### config.mk
export PLATFORM = sky130hd
export DESIGN_NAME = neokeon_last_roundfun
export DESIGN_NICKNAME = d
export VERILOG_FILES = /design/src/rtl/neokeon_last_roundfun.sv
export SDC_FILE = /design/constraint.sdc
export NUM_CORES = 1
export LEC_CHECK = 0
export CAP_MARGIN = 5
export CORE_AREA = 2 2 177 179
export CTS_BUF_LIST = sky130_fd_sc_hd__clkbuf_2
export CTS_CLUSTER_DIAMETER = 150
export DETAILED_ROUTE_END_ITERATION = 8
export DIE_AREA = 0 0 179 181
export PLACE_DENSITY = 0.71
export SETUP_SLACK_MARGIN = 0.05
export SKIP_CTS_REPAIR_TIMING = 1
export SLEW_MARGIN = 5
export SYNTH_ARGS = -nofsm -noshare
export SYNTH_HDL_FRONTEND = slang
export SYNTH_SLANG_ARGS = --single-unit
### constraint.sdc
create_clock -name inClk -period 1.9 [get_ports inClk]
set_input_delay 0.38 -clock inClk [delete_from_list [all_inputs] [get_ports inClk]]
set_output_delay 0.38 -clock inClk [all_outputs]
set_load 0.02 [all_outputs]
### src/rtl/neokeon_last_roundfun.sv
// Noekeon final-round output transform: constant-1 injection, Theta with the
// working key, constant-2 injection, registered with a one-cycle latency.
module neokeon_last_roundfun (
    input  logic         inClk,
    input  logic         inRstn,
    input  logic         inValid,
    input  logic [127:0] inDataKey,
    input  logic [127:0] inDataState,
    input  logic [31:0]  constant1,
    input  logic [31:0]  constant2,
    output logic [127:0] outDataState,
    output logic         outValid
);

    logic [31:0]  a0, a1, a2, a3;
    logic [31:0]  k0, k1, k2, k3;
    logic [31:0]  t0, t1;
    logic [31:0]  b0, b1, b2, b3;
    logic [31:0]  m0, m1, m2, m3;
    logic [127:0] result;

    always_comb begin
        {k0, k1, k2, k3} = inDataKey;
        {a0, a1, a2, a3} = inDataState;

        a0 = a0 ^ constant1;

        // first Theta half mixes the even words into the odd ones
        t0 = a0 ^ a2;
        t0 = t0 ^ {t0[23:0], t0[31:24]} ^ {t0[7:0], t0[31:8]};
        b0 = a0;
        b1 = a1 ^ t0;
        b2 = a2;
        b3 = a3 ^ t0;

        m0 = b0 ^ k0;
        m1 = b1 ^ k1;
        m2 = b2 ^ k2;
        m3 = b3 ^ k3;

        // second Theta half mixes the keyed odd words back into the even ones
        t1 = m1 ^ m3;
        t1 = t1 ^ {t1[23:0], t1[31:24]} ^ {t1[7:0], t1[31:8]};
        m0 = m0 ^ t1 ^ constant2;
        m2 = m2 ^ t1;

        result = {m0, m1, m2, m3};
    end

    always_ff @(posedge inClk) begin
        if (!inRstn) begin
            outDataState <= '0;
            outValid     <= 1'b0;
        end else begin
            outValid <= inValid;
            if (inValid) begin
                outDataState <= result;
            end
        end
    end

endmodule

# After elaboration in Yosys (flattened, before gate mapping)
# Index checks and enable logic that the tools add are counted.
# classes
bitwise_logic	16
# ops
operator	n
bitwise XOR 32 bit	16
# word_totals
regBits	129
out_inout_bits	129

# Depth between registers and ports, before layout
# depth
word_depth	11
ltp_mapped	5

# Worst setup path after synthesis
# No wires, ideal clock.
# synth_path
path_kind	input-to-reg
from	input inDataState[77]
to	register outDataState[37]
setup_time_ns	0.129
arrival_ns	1.587
required_time_ns	1.771
setup_slack_ns	0.184
path_stages	5
cell_sequence	xnor2_1 -> xnor2_1 -> xor3_1 -> xnor2_1 -> a21oi_1
# synth_between
elab_chain_len	5
# synth_lines
item	line	source
start: declaration	8	input logic [127:0] inDataState,
bitwise XOR 32 bit	32	b1 = a1 ^ t0;
bitwise XOR 32 bit	37	m1 = b1 ^ k1;
bitwise XOR 32 bit	42	t1 = m1 ^ m3;
bitwise XOR 32 bit	43	t1 = t1 ^ {t1[23:0], t1[31:24]} ^ {t1[7:0], t1[31:8]};
bitwise XOR 32 bit	45	m2 = m2 ^ t1;
end signal: assignment	57	outDataState <= result;
end: declaration	11	output logic [127:0] outDataState,
# Every way passes these cells.
# A chain may end at the register's enable or synchronous reset.

# Worst setup path in the final report
# layout_path
from	input inDataState[19]
to	register outDataState[51]
# layout_between
elab_chain_len	6
# layout_lines
item	line	source
bitwise XOR 32 bit	34	b3 = a3 ^ t0;
bitwise XOR 32 bit	39	m3 = b3 ^ k3;
bitwise XOR 32 bit	42	
bitwise XOR 32 bit (2 in series)	43	
bitwise XOR 32 bit	45	
# Every way passes these cells.

==> impl_results.md <==
- Slew at the pin closest to its max-slew limit: 0.573 ns
- Power, Total: 14.4 mW
- Yosys reg bits: 129
- DRC Markers: 0
- Lkg Pwr: 8.27 nW
- Critical Path, Cell by Cell: clkdlybuf4s50_1 > xnor2_1 > buf_4 > xnor2_1 > xnor3_1 > xnor2_1 > a21oi_1
- Hold Crit Class: primary input to flop
- Vias in the first global route: 9179
- Combinational power share: 0.619
- Worst rel slew slack: 0.617
- # clock sinks: 129
- First drt pass iteration count: 4
- Largest net degree at the start of global routing: 130
- CTS max path bufs: 2
- # nets final: 1887
- Worst skew pair latency: 0.65 ns
- Outcome: finished, final reports clean
- Mapped Nets: 1248
- Buffers and inverters on the worst path: 2
- Initial Utilization: 0.329
- Min-Delay Endpoint: outDataState[55]$_SDFFE_PN0P_
- Max Clock Skew: 0 ns
- Vias: 8538
- Final hold vios: 0
- Crit. End Element: flop
- GP Congestion: 0.819
- Final ANT Viol Nets: 0
- TritonCTS clock tree: yes
- Chip Height: 181 µm
- Hold depth: 4
- IO Count: 452
- Clock Power Share: 0.131
- Initial antenna violation count: 1
- Compound-Gate Fraction of Synth Area: 0.0642
- Vias/cell: 4.33
- HP Start: inRstn
- CP required: 2.52 ns
- Cells after Synth: 925
- Crit-path slowest cell: xnor3_1
- Port Buffers: 451
- Internal Power: 9.09 mW
- Sw Share: 0.369
- Seq pwr share: 0.251
- Seq/Total Area, Yosys: 0.259
- Maxcap violations: 0
- Synth Area in XOR/XNOR: 0.554
- Initial DRC count: 199
- Reg2reg setup slack: 1.21 ns
- Die Area: 32400 µm²
- Worst setup SP type: primary input
- Total GRT Usage: 0.183
- Unrepaired setup endpoints after global routing: true
- H-tree Lvls: 4
- Power Dens Cells: 859 nW/µm²
- Hpwl dp: 24900 µm
- CP most frequent cell: xnor2_1
- Overflow after GRT: 0
- Layout cells sized above 1: 0.190
- Largest family of logic cells by synthesized area: XOR/XNOR gates
- First-pass GRT wire length: 46600 µm
- Slowest Stage Delay on Critical Path: 0.55 ns
- Peak supply drop: 0.325 mV
- Cell row count: 64
- Reg-to-reg endpoint: outDataState[123]$_SDFFE_PN0P_
- Min Tclk post-route: 1.76 ns
- Sum Neg Setup Slack: 0 ns
- CTS root buffer: clkbuf_2
- Per-cell routed wire length: 15.4 µm
- Tcrit/Tclk final: 0.927
- Mux share of post-synthesis cell area: 0.0642
- Post-synthesis simple-gate area fraction: 0.0408
- Clock transition at path regs: 0.23 ns
- CP arrival: 2.38 ns
- Core area: 30300 µm²
- Die X: 179 µm
- Crit-path max FO: 3
- Instance area at placement: 16400 µm²
- Cts bufs inserted: 17
- Synth Area in Adders: 0
- Slew Viols, Final: 0
- Avg Cell Area, Syn: 10.8 µm²
- WS Path Type: primary input to flop
- Layout area overhead: 68.0%
- Final Instance Area: 16800 µm²
- Worst Reg-to-Reg Cells: 2
- Post-Syn Area: 9980 µm²
- Setup violators final: 0
- Post-synth cell types: 20
- Net Switching: 5.31 mW
- RR Startpoint: outDataState[123]$_SDFFE_PN0P_
- DRT Wirelength: 30300 µm
- Fmax: 568 MHz
- Yosys warns: 0
- Cell family contributing the most delay on the critical path: XOR/XNOR gates
==> stage by stage <==
| step | setup WS [ns] | util | cells | hold slack, ns |
|---|---|---|---|---|
| finish | 0.138 | 0.552 | 1973 | 0.220 |
| global placement | -0.507 | 0.540 | 1940 | 0.496 |
| floorplan | 0.184 | - | 925 | 0.589 |
| CTS | -0.367 | 0.548 | 1971 | -0.0274 |
| detailed placement | -0.536 | 0.540 | 1940 | 0.501 |
| global route | 0.0212 | 0.552 | 1973 | 0.130 |
==> power by group through the flow <==
stage / logic [mW] / registers (mW) / clock network (mW)
2_1_floorplan: 4.85 / 4.40 / 0
3_3_place_gp: 9.07 / 3.66 / 0
3_5_place_dp: 9.18 / 3.68 / 0
4_1_cts: 9.22 / 3.63 / 1.98
5_1_grt: 9.60 / 3.69 / 2.09
6_report: 8.90 / 3.61 / 1.88
==> sequential cells by signal (all words and copies together) (netlist names) <==
register / count
outValid: 1
outDataState: 128
==> metal layers <==
layer	vias up	track usage	part of all wire
li1	4301	-	-
met1	3920	0.193	0.37
met2	284	0.346	0.53
met3	33	0.0535	0.081
met4	0	0.0533	0.022
met5	-	0	0
==> synth_stat cells <==
| library cell | count | area share |
|---|---|---|
| xnor2_1 | 366 | 0.32 |
| dfxtp_1 | 129 | 0.26 |
| a21oi_1 | 64 | 0.032 |
| mux2i_1 | 64 | 0.064 |
| nor2b_1 | 64 | 0.040 |
| o21ai_0 | 64 | 0.032 |
| xnor3_1 | 56 | 0.13 |
| xor2_1 | 45 | 0.040 |
| clkbuf_1 | 22 | 0.0083 |
| xnor2_2 | 14 | 0.023 |
| xor2_2 | 14 | 0.023 |
| xnor3_4 | 7 | 0.018 |
| buf_1 | 5 | 0.0019 |
| dlygate4sd1_1 | 4 | 0.0035 |
| buf_6 | 2 | 0.0023 |
| and2_1 | 1 | 0.00063 |
| buf_2 | 1 | 0.00050 |
| clkbuf_4 | 1 | 0.00075 |
| dlygate4sd3_1 | 1 | 0.0010 |
| xor3_1 | 1 | 0.0024 |
==> tightest hold or removal path, delay by kind of cell <==
kind | cells | cell delay, ns
buffers and inverters | 2 | 0.31
AO/OA/AOI/OAI | 2 | 0.16
==> cells in the final DEF, fill, tap and decap left out, drive strengths merged, types with 3 or more instances in the layout <==
master,count
a21oi,64
buf,206
bufinv,3
clkbuf,47
clkdlybuf4s50,320
clkinv,5
clkinvlp,4
dfxtp,129
dlymetal6s2s,100
mux2i,64
nor2b,64
o21ai,64
xnor2,380
xnor3,63
xor2,59
==> how the worst max path moves through the flow <==
stage / startpoint / end / slack [ns] / depth (start not counted)
after floorplan: inDataState[77] / outDataState[37]$_SDFFE_PN0P_ / 0.18 / 5
after global placement: inDataKey[16] / outDataState[120]$_SDFFE_PN0P_ / -0.51 / 7
after detailed placement: inDataState[19] / outDataState[51]$_SDFFE_PN0P_ / -0.54 / 7
after CTS: outDataState[81]$_SDFFE_PN0P_ / outDataState[81] / -0.37 / 1
after global routing: outDataState[81]$_SDFFE_PN0P_ / outDataState[81] / 0.02 / 1
final: inDataState[19] / outDataState[51]$_SDFFE_PN0P_ / 0.14 / 7
==> cells by family after synthesis <==
kind of cell              after synthesis
muxes                                  64
xor gates and xnor gates              503
buffers and inverters                  36
DFF                                   129
and+or+nand+nor                        65
AOI/OAI and AO/OA                     128
==> layout make-up <==
type                    instances  area [µm²]
diodes                          1        2.50
clock buffers                  18        90.1
flip-flops and latches        129        2580
repair buffers                656        6210
multi-input cells             760        7210
clock inverters                13         164
well taps                     396         495
fillers                      2707       13600
Power figures use the tool's default switching activity.
